`src/rtl/mem_req_arbiter_if.sv`:
```
// Bundle of requester-side and engine-side signals around the memory
// request arbiter. "master" is the arbiter's view; "slave" is the view of
// the environment (requesters plus SPI transaction engine).
//
// Handshake rule used by every channel here: a transfer happens in a cycle
// where valid and ready are both high. A producer holds valid and its
// payload stable until that cycle. The exception is eng_rvalid, which has no
// ready and is consumed in the cycle it is asserted.
interface mem_req_arbiter_if #(
    parameter int NUM_REQ = 2,
    parameter int ADDR_W  = 24
);
    localparam int OW = (NUM_REQ > 2) ? $clog2(NUM_REQ) : 1;

    // requester side
    logic [NUM_REQ-1:0]        req_valid;
    logic [NUM_REQ-1:0]        req_write;
    logic [NUM_REQ*ADDR_W-1:0] req_addr;
    logic [NUM_REQ*8-1:0]      req_len;
    logic [NUM_REQ-1:0]        req_ready;
    logic [NUM_REQ*8-1:0]      wdata;
    logic [NUM_REQ-1:0]        wvalid;
    logic [NUM_REQ-1:0]        wready;
    logic [7:0]                rdata;
    logic [NUM_REQ-1:0]        rvalid;
    logic [NUM_REQ-1:0]        done;
    logic [NUM_REQ-1:0]        err;

    // engine side
    logic                      cmd_valid;
    logic                      cmd_write;
    logic [ADDR_W-1:0]         cmd_addr;
    logic [7:0]                cmd_len;
    logic                      cmd_ready;
    logic [7:0]                eng_wdata;
    logic                      eng_wvalid;
    logic                      eng_wready;
    logic [7:0]                eng_rdata;
    logic                      eng_rvalid;
    logic                      eng_done;
    logic                      eng_abort;

    // status
    logic                      busy;
    logic [OW-1:0]             owner;

    modport master (
        input  req_valid, req_write, req_addr, req_len, wdata, wvalid,
        output req_ready, wready, rdata, rvalid, done, err,
        output cmd_valid, cmd_write, cmd_addr, cmd_len, eng_wdata, eng_wvalid, eng_abort,
        input  cmd_ready, eng_wready, eng_rdata, eng_rvalid, eng_done,
        output busy, owner
    );

    modport slave (
        output req_valid, req_write, req_addr, req_len, wdata, wvalid,
        input  req_ready, wready, rdata, rvalid, done, err,
        input  cmd_valid, cmd_write, cmd_addr, cmd_len, eng_wdata, eng_wvalid, eng_abort,
        output cmd_ready, eng_wready, eng_rdata, eng_rvalid, eng_done,
        input  busy, owner
    );
endinterface

```
`src/rtl/mem_req_arbiter.sv`:
```
// Round-robin arbiter/sequencer sharing one SPI memory transaction engine
// between NUM_REQ requesters. The owner keeps the engine from command
// accept until eng_done; an inactivity watchdog aborts hung transfers.
// All data routing is combinational from the registered owner/state, so it
// adds no latency; the only registered decision is the grant itself.
module mem_req_arbiter #(
    parameter int NUM_REQ     = 2,
    parameter int ADDR_W      = 24,
    parameter int TIMEOUT_CYC = 1023
) (
    input  logic                 clk,
    input  logic                 rst,
    mem_req_arbiter_if.master    bus,
    output logic [1:0]           o_dbg_state
);
    localparam int          OW      = (NUM_REQ > 2) ? $clog2(NUM_REQ) : 1;
    localparam logic [15:0] WD_LAST = 16'(TIMEOUT_CYC - 1);

    typedef enum logic [1:0] {
        S_IDLE  = 2'd0,
        S_CMD   = 2'd1,
        S_XFER  = 2'd2,
        S_ABORT = 2'd3
    } state_t;

    state_t        r_state;
    logic [OW-1:0] r_owner;
    logic [OW-1:0] r_last;
    logic [15:0]   r_wd;

    logic          w_found;
    logic [OW-1:0] w_pick;
    logic [OW-1:0] w_idx;
    int            w_sum;
    logic          w_own_wvalid;
    logic          w_data_beat;
    logic          w_wd_hit;

    // Round-robin search: first valid requester after the last grant, with wrap.
    always_comb begin
        w_found = 1'b0;
        w_pick  = '0;
        w_sum   = 0;
        w_idx   = '0;
        for (int k = 1; k <= NUM_REQ; k++) begin
            w_sum = int'(r_last) + k;
            w_idx = OW'(w_sum % NUM_REQ);
            if (!w_found && bus.req_valid[w_idx]) begin
                w_found = 1'b1;
                w_pick  = w_idx;
            end
        end
    end

    // Any data beat in XFER is activity that restarts the watchdog.
    always_comb begin
        w_own_wvalid = bus.wvalid[r_owner];
        w_data_beat  = (w_own_wvalid & bus.eng_wready) | bus.eng_rvalid;
        w_wd_hit     = (r_wd == WD_LAST);
    end

    // Grant FSM with watchdog; eng_done beats a simultaneous timeout.
    always_ff @(posedge clk) begin
        if (rst) begin
            r_state <= S_IDLE;
            r_owner <= '0;
            r_last  <= OW'(NUM_REQ - 1);
            r_wd    <= '0;
        end else begin
            case (r_state)
                S_IDLE: begin
                    if (w_found) begin
                        r_owner <= w_pick;
                        r_last  <= w_pick;
                        r_wd    <= '0;
                        r_state <= S_CMD;
                    end
                end
                S_CMD: begin
                    // eng_done here is a protocol error and deliberately ignored
                    if (bus.cmd_ready) begin
                        r_wd    <= '0;
                        r_state <= S_XFER;
                    end else if (w_wd_hit) begin
                        r_state <= S_ABORT;
                    end else begin
                        r_wd <= r_wd + 16'd1;
                    end
                end
                S_XFER: begin
                    if (bus.eng_done) begin
                        r_state <= S_IDLE;
                    end else if (w_data_beat) begin
                        r_wd <= '0;
                    end else if (w_wd_hit) begin
                        r_state <= S_ABORT;
                    end else begin
                        r_wd <= r_wd + 16'd1;
                    end
                end
                S_ABORT: r_state <= S_IDLE;
                default: r_state <= S_IDLE;
            endcase
        end
    end

    // Route command/data between the owner and the engine according to state.
    always_comb begin
        bus.req_ready  = '0;
        bus.wready     = '0;
        bus.rvalid     = '0;
        bus.done       = '0;
        bus.err        = '0;
        bus.rdata      = '0;
        bus.cmd_valid  = 1'b0;
        bus.cmd_write  = 1'b0;
        bus.cmd_addr   = '0;
        bus.cmd_len    = '0;
        bus.eng_wdata  = '0;
        bus.eng_wvalid = 1'b0;
        bus.eng_abort  = 1'b0;
        for (int i = 0; i < NUM_REQ; i++) begin
            if (OW'(i) == r_owner) begin
                case (r_state)
                    S_CMD: begin
                        bus.cmd_valid    = 1'b1;
                        bus.cmd_write    = bus.req_write[i];
                        bus.cmd_addr     = bus.req_addr[i*ADDR_W +: ADDR_W];
                        bus.cmd_len      = bus.req_len[i*8 +: 8];
                        bus.req_ready[i] = bus.cmd_ready;
                    end
                    S_XFER: begin
                        bus.eng_wdata    = bus.wdata[i*8 +: 8];
                        bus.eng_wvalid   = bus.wvalid[i];
                        bus.wready[i]    = bus.eng_wready;
                        bus.rdata        = bus.eng_rdata;
                        bus.rvalid[i]    = bus.eng_rvalid;
                        bus.done[i]      = bus.eng_done;
                    end
                    S_ABORT: begin
                        bus.eng_abort    = 1'b1;
                        bus.err[i]       = 1'b1;
                    end
                    default: ;
                endcase
            end
        end
    end

    // Status decodes of the registered state.
    always_comb begin
        bus.busy    = (r_state != S_IDLE);
        bus.owner   = r_owner;
        o_dbg_state = r_state;
    end
endmodule

```
`src/flat_wrapper.sv`:
```
// flat-port wrapper written by rule: the top's interface ports become plain ports
module mem_req_arbiter_flat 
#(
    parameter int NUM_REQ     = 2,
    parameter int ADDR_W      = 24,
    parameter int TIMEOUT_CYC = 1023
)
  (clk, rst, o_dbg_state, bus_req_valid, bus_req_write, bus_req_addr, bus_req_len, bus_wdata, bus_wvalid, bus_req_ready, bus_wready, bus_rdata, bus_rvalid, bus_done, bus_err, bus_cmd_valid, bus_cmd_write, bus_cmd_addr, bus_cmd_len, bus_eng_wdata, bus_eng_wvalid, bus_eng_abort, bus_cmd_ready, bus_eng_wready, bus_eng_rdata, bus_eng_rvalid, bus_eng_done, bus_busy, bus_owner);
  mem_req_arbiter_if #(.NUM_REQ(NUM_REQ), .ADDR_W(ADDR_W)) bus_i ();
  input  logic clk;
  input  logic rst;
  output logic [1:0] o_dbg_state;
  input wire logic [$bits(bus_i.req_valid)-1:0] bus_req_valid;
  input wire logic [$bits(bus_i.req_write)-1:0] bus_req_write;
  input wire logic [$bits(bus_i.req_addr)-1:0] bus_req_addr;
  input wire logic [$bits(bus_i.req_len)-1:0] bus_req_len;
  input wire logic [$bits(bus_i.wdata)-1:0] bus_wdata;
  input wire logic [$bits(bus_i.wvalid)-1:0] bus_wvalid;
  output wire logic [$bits(bus_i.req_ready)-1:0] bus_req_ready;
  output wire logic [$bits(bus_i.wready)-1:0] bus_wready;
  output wire logic [$bits(bus_i.rdata)-1:0] bus_rdata;
  output wire logic [$bits(bus_i.rvalid)-1:0] bus_rvalid;
  output wire logic [$bits(bus_i.done)-1:0] bus_done;
  output wire logic [$bits(bus_i.err)-1:0] bus_err;
  output wire logic [$bits(bus_i.cmd_valid)-1:0] bus_cmd_valid;
  output wire logic [$bits(bus_i.cmd_write)-1:0] bus_cmd_write;
  output wire logic [$bits(bus_i.cmd_addr)-1:0] bus_cmd_addr;
  output wire logic [$bits(bus_i.cmd_len)-1:0] bus_cmd_len;
  output wire logic [$bits(bus_i.eng_wdata)-1:0] bus_eng_wdata;
  output wire logic [$bits(bus_i.eng_wvalid)-1:0] bus_eng_wvalid;
  output wire logic [$bits(bus_i.eng_abort)-1:0] bus_eng_abort;
  input wire logic [$bits(bus_i.cmd_ready)-1:0] bus_cmd_ready;
  input wire logic [$bits(bus_i.eng_wready)-1:0] bus_eng_wready;
  input wire logic [$bits(bus_i.eng_rdata)-1:0] bus_eng_rdata;
  input wire logic [$bits(bus_i.eng_rvalid)-1:0] bus_eng_rvalid;
  input wire logic [$bits(bus_i.eng_done)-1:0] bus_eng_done;
  output wire logic [$bits(bus_i.busy)-1:0] bus_busy;
  output wire logic [$bits(bus_i.owner)-1:0] bus_owner;
  assign bus_i.req_valid = bus_req_valid;
  assign bus_i.req_write = bus_req_write;
  assign bus_i.req_addr = bus_req_addr;
  assign bus_i.req_len = bus_req_len;
  assign bus_i.wdata = bus_wdata;
  assign bus_i.wvalid = bus_wvalid;
  assign bus_req_ready = bus_i.req_ready;
  assign bus_wready = bus_i.wready;
  assign bus_rdata = bus_i.rdata;
  assign bus_rvalid = bus_i.rvalid;
  assign bus_done = bus_i.done;
  assign bus_err = bus_i.err;
  assign bus_cmd_valid = bus_i.cmd_valid;
  assign bus_cmd_write = bus_i.cmd_write;
  assign bus_cmd_addr = bus_i.cmd_addr;
  assign bus_cmd_len = bus_i.cmd_len;
  assign bus_eng_wdata = bus_i.eng_wdata;
  assign bus_eng_wvalid = bus_i.eng_wvalid;
  assign bus_eng_abort = bus_i.eng_abort;
  assign bus_i.cmd_ready = bus_cmd_ready;
  assign bus_i.eng_wready = bus_eng_wready;
  assign bus_i.eng_rdata = bus_eng_rdata;
  assign bus_i.eng_rvalid = bus_eng_rvalid;
  assign bus_i.eng_done = bus_eng_done;
  assign bus_busy = bus_i.busy;
  assign bus_owner = bus_i.owner;
  mem_req_arbiter #(.NUM_REQ(NUM_REQ), .ADDR_W(ADDR_W), .TIMEOUT_CYC(TIMEOUT_CYC)) u_core (.clk(clk), .rst(rst), .bus(bus_i), .o_dbg_state(o_dbg_state));
endmodule
```
`config.mk`:
```
export PLATFORM = sky130hd
export DESIGN_NAME = mem_req_arbiter_flat
export DESIGN_NICKNAME = d
export VERILOG_FILES = /design/src/rtl/mem_req_arbiter_if.sv /design/src/rtl/mem_req_arbiter.sv /design/src/flat_wrapper.sv
export SDC_FILE = /design/constraint.sdc
export NUM_CORES = 1
export LEC_CHECK = 0
export BUFFER_PORTS_ARGS = -buffer_cell sky130_fd_sc_hd__buf_2
export CAP_MARGIN = 40
export CORE_ASPECT_RATIO = 2
export CORE_UTILIZATION = 39
export DETAILED_ROUTE_END_ITERATION = 10
export PLACE_DENSITY_LB_ADDON = 0.1
export SLEW_MARGIN = 20
export SYNTH_ARGS = -nofsm -noshare
export SYNTH_HDL_FRONTEND = slang
export SYNTH_SLANG_ARGS = --single-unit
```
`constraint.sdc`:
```
create_clock -name clk -period 2.1 [get_ports clk]
set_input_delay 0.105 -clock clk [delete_from_list [all_inputs] [get_ports clk]]
set_output_delay 0.105 -clock clk [all_outputs]
set_load 0.005 [all_outputs]
```
==> Word-level counts from Yosys, hierarchy flattened <==
Index checks and enable logic that the tools add are counted.
{ "word_totals": {"reg_bits": 20, "in_bits": 100, "wordCells": 94} }
{ "classes": {"order_cmp": 3, "addsub": 3, "n_eq_ne": 7, "bitwise": 2, "reduce_logical": 8, "n_mux": 67} }
{ "ops": {"columns": ["operator", "count"], "rows": [
  ["$mux W24", 4],
  ["$mux W8", 12],
  ["$mux W16", 5],
  ["$pmux W16 S3", 1],
  ["$mux W1", 39],
  ["$add A16 B1 Y16 const B", 1],
  ["$eq A16 B10 Y1 const B", 1],
  ["$mux W2", 5],
  ["$pmux W2 S4", 1],
  ["$lt A1 B2 Y1 const B", 3],
  ["$eq A2 B2 Y1 const B", 2],
  ["$reduce_and A2 Y1", 2],
  ["$ne A3 B3 Y1 const B", 1],
  ["$reduce_and A3 Y1", 1],
  ["$reduce_bool A3 Y1", 1],
  ["$add A1 B1 Y1 const B", 2],
  ["$eq A2 B1 Y1 const B", 1],
  ["$logic_not A2 Y1", 1],
  ["$ne A2 B1 Y1 const B", 1],
  ["$ne A2 B2 Y1 const B", 1],
  ["$reduce_bool A2 Y1", 1],
  ["$and A1 B1 Y1", 1],
  ["$logic_and A1 B1 Y1", 1],
  ["$logic_not A1 Y1", 1],
  ["$or A1 B1 Y1", 1]
]} }

==> Logic depth before layout (Yosys ltp) <==
{ "depth": {"word_depth": 9, "depth_mapped": 10} }

==> Worst setup path after synthesis <==
No wires, ideal clock.
{ "synth_timing": {"path_kind": "reg-to-reg", "from": "register u_core.r_state[0] (netlist: u_core.o_dbg_state[0])", "to": "register u_core.r_wd[12]", "path_stages_with_launch": 11, "path_slack_ns": 0.254, "arrival_ns": 1.782, "setup_time_ns": 0.064, "period_less_slack_ns": 1.846, "path_cell_list": "dfxtp_1 -> inv_1 -> ha_1 -> or3b_1 -> buf_6 -> nand2_4 -> a221oi_2 -> or2_1 -> buf_6 -> buf_6 -> nor2_1"} }
{ "synth_between": {"elab_chain_len": 3, "word_cells_on_any_way": 8} }
{ "synth_rtl": {"columns": ["item", "line_no", "source"], "rows": [
  ["from (decl)", "mem_req_arbiter.sv:26", "state_t r_state;"],
  ["from (signal assigned)", "mem_req_arbiter.sv:65", "r_state <= S_IDLE;"],
  ["from (signal assigned)", "mem_req_arbiter.sv:76", "r_state <= S_CMD;"],
  ["from (signal assigned)", "mem_req_arbiter.sv:83", "r_state <= S_XFER;"],
  ["$eq A2 B2 Y1, or another cell as far along", "mem_req_arbiter.sv:70", "case (r_state)"],
  ["$ne A2 B2 Y1 (no source line), or another cell as far along", null, null],
  ["$reduce_and A3 Y1 (no source line)", null, null],
  ["to (signal assigned)", "mem_req_arbiter.sv:87", "r_wd <= r_wd + 16'd1;"],
  ["to (signal assigned)", "mem_req_arbiter.sv:98", "r_wd <= r_wd + 16'd1;"],
  ["to (decl)", "mem_req_arbiter.sv:29", "logic [15:0] r_wd;"]
]} }
Several ways; a longest one is shown, not always the timed one.
A chain may end at the register's enable or synchronous reset.

==> Final worst setup path <==
{ "layout_timing": {"from": "register u_core.r_state[1] (netlist: u_core.o_dbg_state[1])", "to": "register u_core.r_wd[8]"} }
Same word-level chain as after synthesis.

==> impl_metrics.ini <==
[setup_path]
slowest_delay_ns = 0.46
r2r-start = u_core.o_dbg_state[1]
slowest_stage = or3b_4
critPathArrivalTime_ns = 2.17
reg2reg_slack_ns = 0.13
worst-setup-path-type = flop to flop
endpoint_kind = flop
r2r-end = u_core.r_wd[8]
startpoint_type = flop
crit_path_cell_trace = inv_1, ha_1, or3b_4, nand2_4, a221oi_2, or2_2, nor3_1
required_ns = 2.30
r2r_cells = 7
cp_max_fo = 15

[sta]
setup_viol = 0
finalHoldViolCount = 0
whs_ns = 0.0868
period_minus_slack_ns = 1.97
slew_headroom_pct = 48.8
fin_setup_tns_ns = 0
drv_slew = 0
tightest_slew_ns = 0.769
rsz0062_at_grt = no
clock.fmax_mhz = 507
fin_skew_ns = 0.00554
period_share_pct = 94.0
fin_ws_ns = 0.126

[cts]
cts.sink_count = 20
root_buffer = clkbuf_8
cts_made_buffers = 3
insertion_delay_ns = 0.27
clkTransAtPathRegs_ns = 0.08
clk_path_buf_depth = 2
holdBufCountCts = 0
htree_levels = 1
tritoncts = yes

[placement]
portBuffers = 165
place_area_um2 = 2830
place_ws_ns = -0.0323
dp_hpwl_um = 5240
routabilityCongestion = 0.839
dp.cells = 458

[synth]
yosys_warnings = 0
synth_flop_cell = dfxtp_1
synth_cell_type_count = 40
avgSynthCellArea_um2 = 8.04
synth.cell_area_um2 = 1990
synthArstFlopShare_pct = 0
synth_edf_count = 0
yosysSeqAreaShare_pct = 20.2
yosys_register_bits = 20
syn_inst = 247
synth_fp_nets = 355

[detailed_routing]
dr.pass1.iters = 4
via_per_inst = 4.94
drc = 0
drt_iter0_markers = 24
post_drt_wl_per_cell_um = 14.0
wl_um = 6500
ant_nets = 0
num_vias = 2287

[final_layout]
fin_area_um2 = 2920
post-route-util_pct = 60.0
antenna_cells = 0
nNetsFinal = 515
area_growth_pct = 46.9
fillers = 476
layout-drive-gt1-share_pct = 45.8
stdcell_count = 463

[floorplanning]
die_y_um = 103
start_util_pct = 40.8
num_io_pins = 166
core.rowCount = 36
coreArea_um2 = 4860
dieArea_um2 = 5400
die_w_um = 52.5

[pwr]
cellLeakagePower_nw = 1.47
ir_drop_v = 0.000409
power_density_nw_per_um2 = 447
power.total_mw = 1.31

[grt]
grt_start_max_net_pins = 52
grt_pass1_wl_um = 8900
antenna_found_initial = 0
grt_pass1_vias = 1924
grt_overflow = 0
grt_usage_pct = 21.9

[hold_path]
hp-class = input port to flop
hold_depth = 2
min_to = u_core.o_dbg_state[1]
worstHoldStart = rst

[run_status]
status = finished, final reports clean

[flow_run]
drv_cap = 0
## cells by family (layout without fill, tap and decap cells)
group	after synthesis	count (layout)	share of synthesized area, %
AND/OR/NAND/NOR	124	124	36.1
multiplexers	42	42	21.2
buffers and inverters	23	182	5.79
flip-flops	20	20	20.2
AO/OA/AOI/OAI	19	19	6.93
XOR/XNOR	11	11	4.85
adder cells (fa/ha/maj)	8	8	5.04
## where the power goes
part           internal, mW  switching, mW
Sequential            0.392        0.00801
Clock                 0.168          0.140
Combinational         0.316          0.283
Total                 0.875          0.431
## flip-flops by register name (all words and copies together), names as in the netlist
| name | flops |
|---|---|
| u_core.o_dbg_state | 2 |
| u_core.r_last | 1 |
| u_core.r_wd | 16 |
| u_core.bus.owner | 1 |
## final cells by class
type                            instances  area, µm²  share of cell area, %
Multi-Input combinational cell        204       1490                   51.2
Timing Repair Buffer                  171        871                   29.8
Sequential cell                        20        402                   13.8
Tap cell                               57       71.3                   2.44
Clock buffer                            4       55.1                   1.89
Inverter                                7       26.3                  0.901
## Yosys cell counts, types with 2 or more instances
cell type | n | area share (%)
nor2_1 | 18 | 3.4
nor4_1 | 3 | 0.94
a21oi_1 | 6 | 1.5
and2_1 | 14 | 4.4
mux2i_1 | 42 | 21
and4_1 | 2 | 0.88
nand2_1 | 8 | 1.5
xor2_1 | 2 | 0.88
nand4_1 | 4 | 1.3
buf_2 | 5 | 1.3
clkbuf_1 | 8 | 1.5
inv_1 | 7 | 1.3
ha_1 | 8 | 5.0
o21ai_0 | 2 | 0.50
buf_6 | 3 | 1.7
nor4b_1 | 2 | 0.88
nor3_1 | 6 | 1.5
nor3b_1 | 2 | 0.76
and2b_1 | 2 | 0.76
nand3_1 | 7 | 1.8
dfxtp_1 | 20 | 20
and3_1 | 6 | 1.9
xnor2_1 | 9 | 4.0
nor2b_1 | 45 | 14
## worst max path at each step
stage                          start              end  slack, ns  depth (start not counted)
3_3_place_gp   u_core.o_dbg_state[1]   u_core.r_wd[8]       0.06                          7
4_1_cts        u_core.o_dbg_state[1]   u_core.r_wd[3]      0.006                          7
3_5_place_dp   u_core.o_dbg_state[1]   u_core.r_wd[8]      -0.03                          7
6_report       u_core.o_dbg_state[1]   u_core.r_wd[8]       0.13                          7
5_1_grt        u_core.o_dbg_state[1]   u_core.r_wd[8]      0.005                          7
2_1_floorplan  u_core.o_dbg_state[0]  u_core.r_wd[12]       0.25                         10
## critical path: cells and delay by family, from the launching register on
| family | cells | cell delay [ns] |
|---|---|---|
| DFF | 1 | 0.34 |
| AOI/OAI and AO/OA | 1 | 0.04 |
| and+or+nand+nor | 4 | 1.19 |
| buffers and inverters | 1 | 0.11 |
| adders and majority gates | 1 | 0.22 |
## repair_timing
| item | CTS | global route |
|---|---|---|
| pin swaps | 0 | 1 |
| setup buffers | 0 | 1 |
| endpoints found under the setup margin | 12 | 16 |
| resized for setup | 1 | 4 |
## routing by layer
layer	share of wire (%)	vias to the layer above	global-route usage [%]	routed length [µm]
met2	53	98	42.0	3460
met4	2.5	0	9.92	164
li1	-	1165	-	-
met3	8.4	14	3.69	548
met1	36	1010	21.6	2320
met5	0	-	0	0
## cell usage in the layout, fill, tap and decap left out, types with 2 or more instances in the layout
master,instances
buf_2,165
dfxtp_1,19
nor2b_1,45
ha_1,8
buf_4,6
clkbuf_8,4
nand2_1,8
nor3b_1,2
and2_1,14
nand4_1,4
inv_1,7
xnor2_1,9
nor3_1,6
and4_1,2
a21oi_1,6
xor2_1,2
nor4b_1,2
and3_1,6
nand3_1,7
o21ai_0,2
mux2i_1,42
and2b_1,2
nor4_2,3
nor2_1,18
No activity file was read; power rests on OpenSTA's default activity.
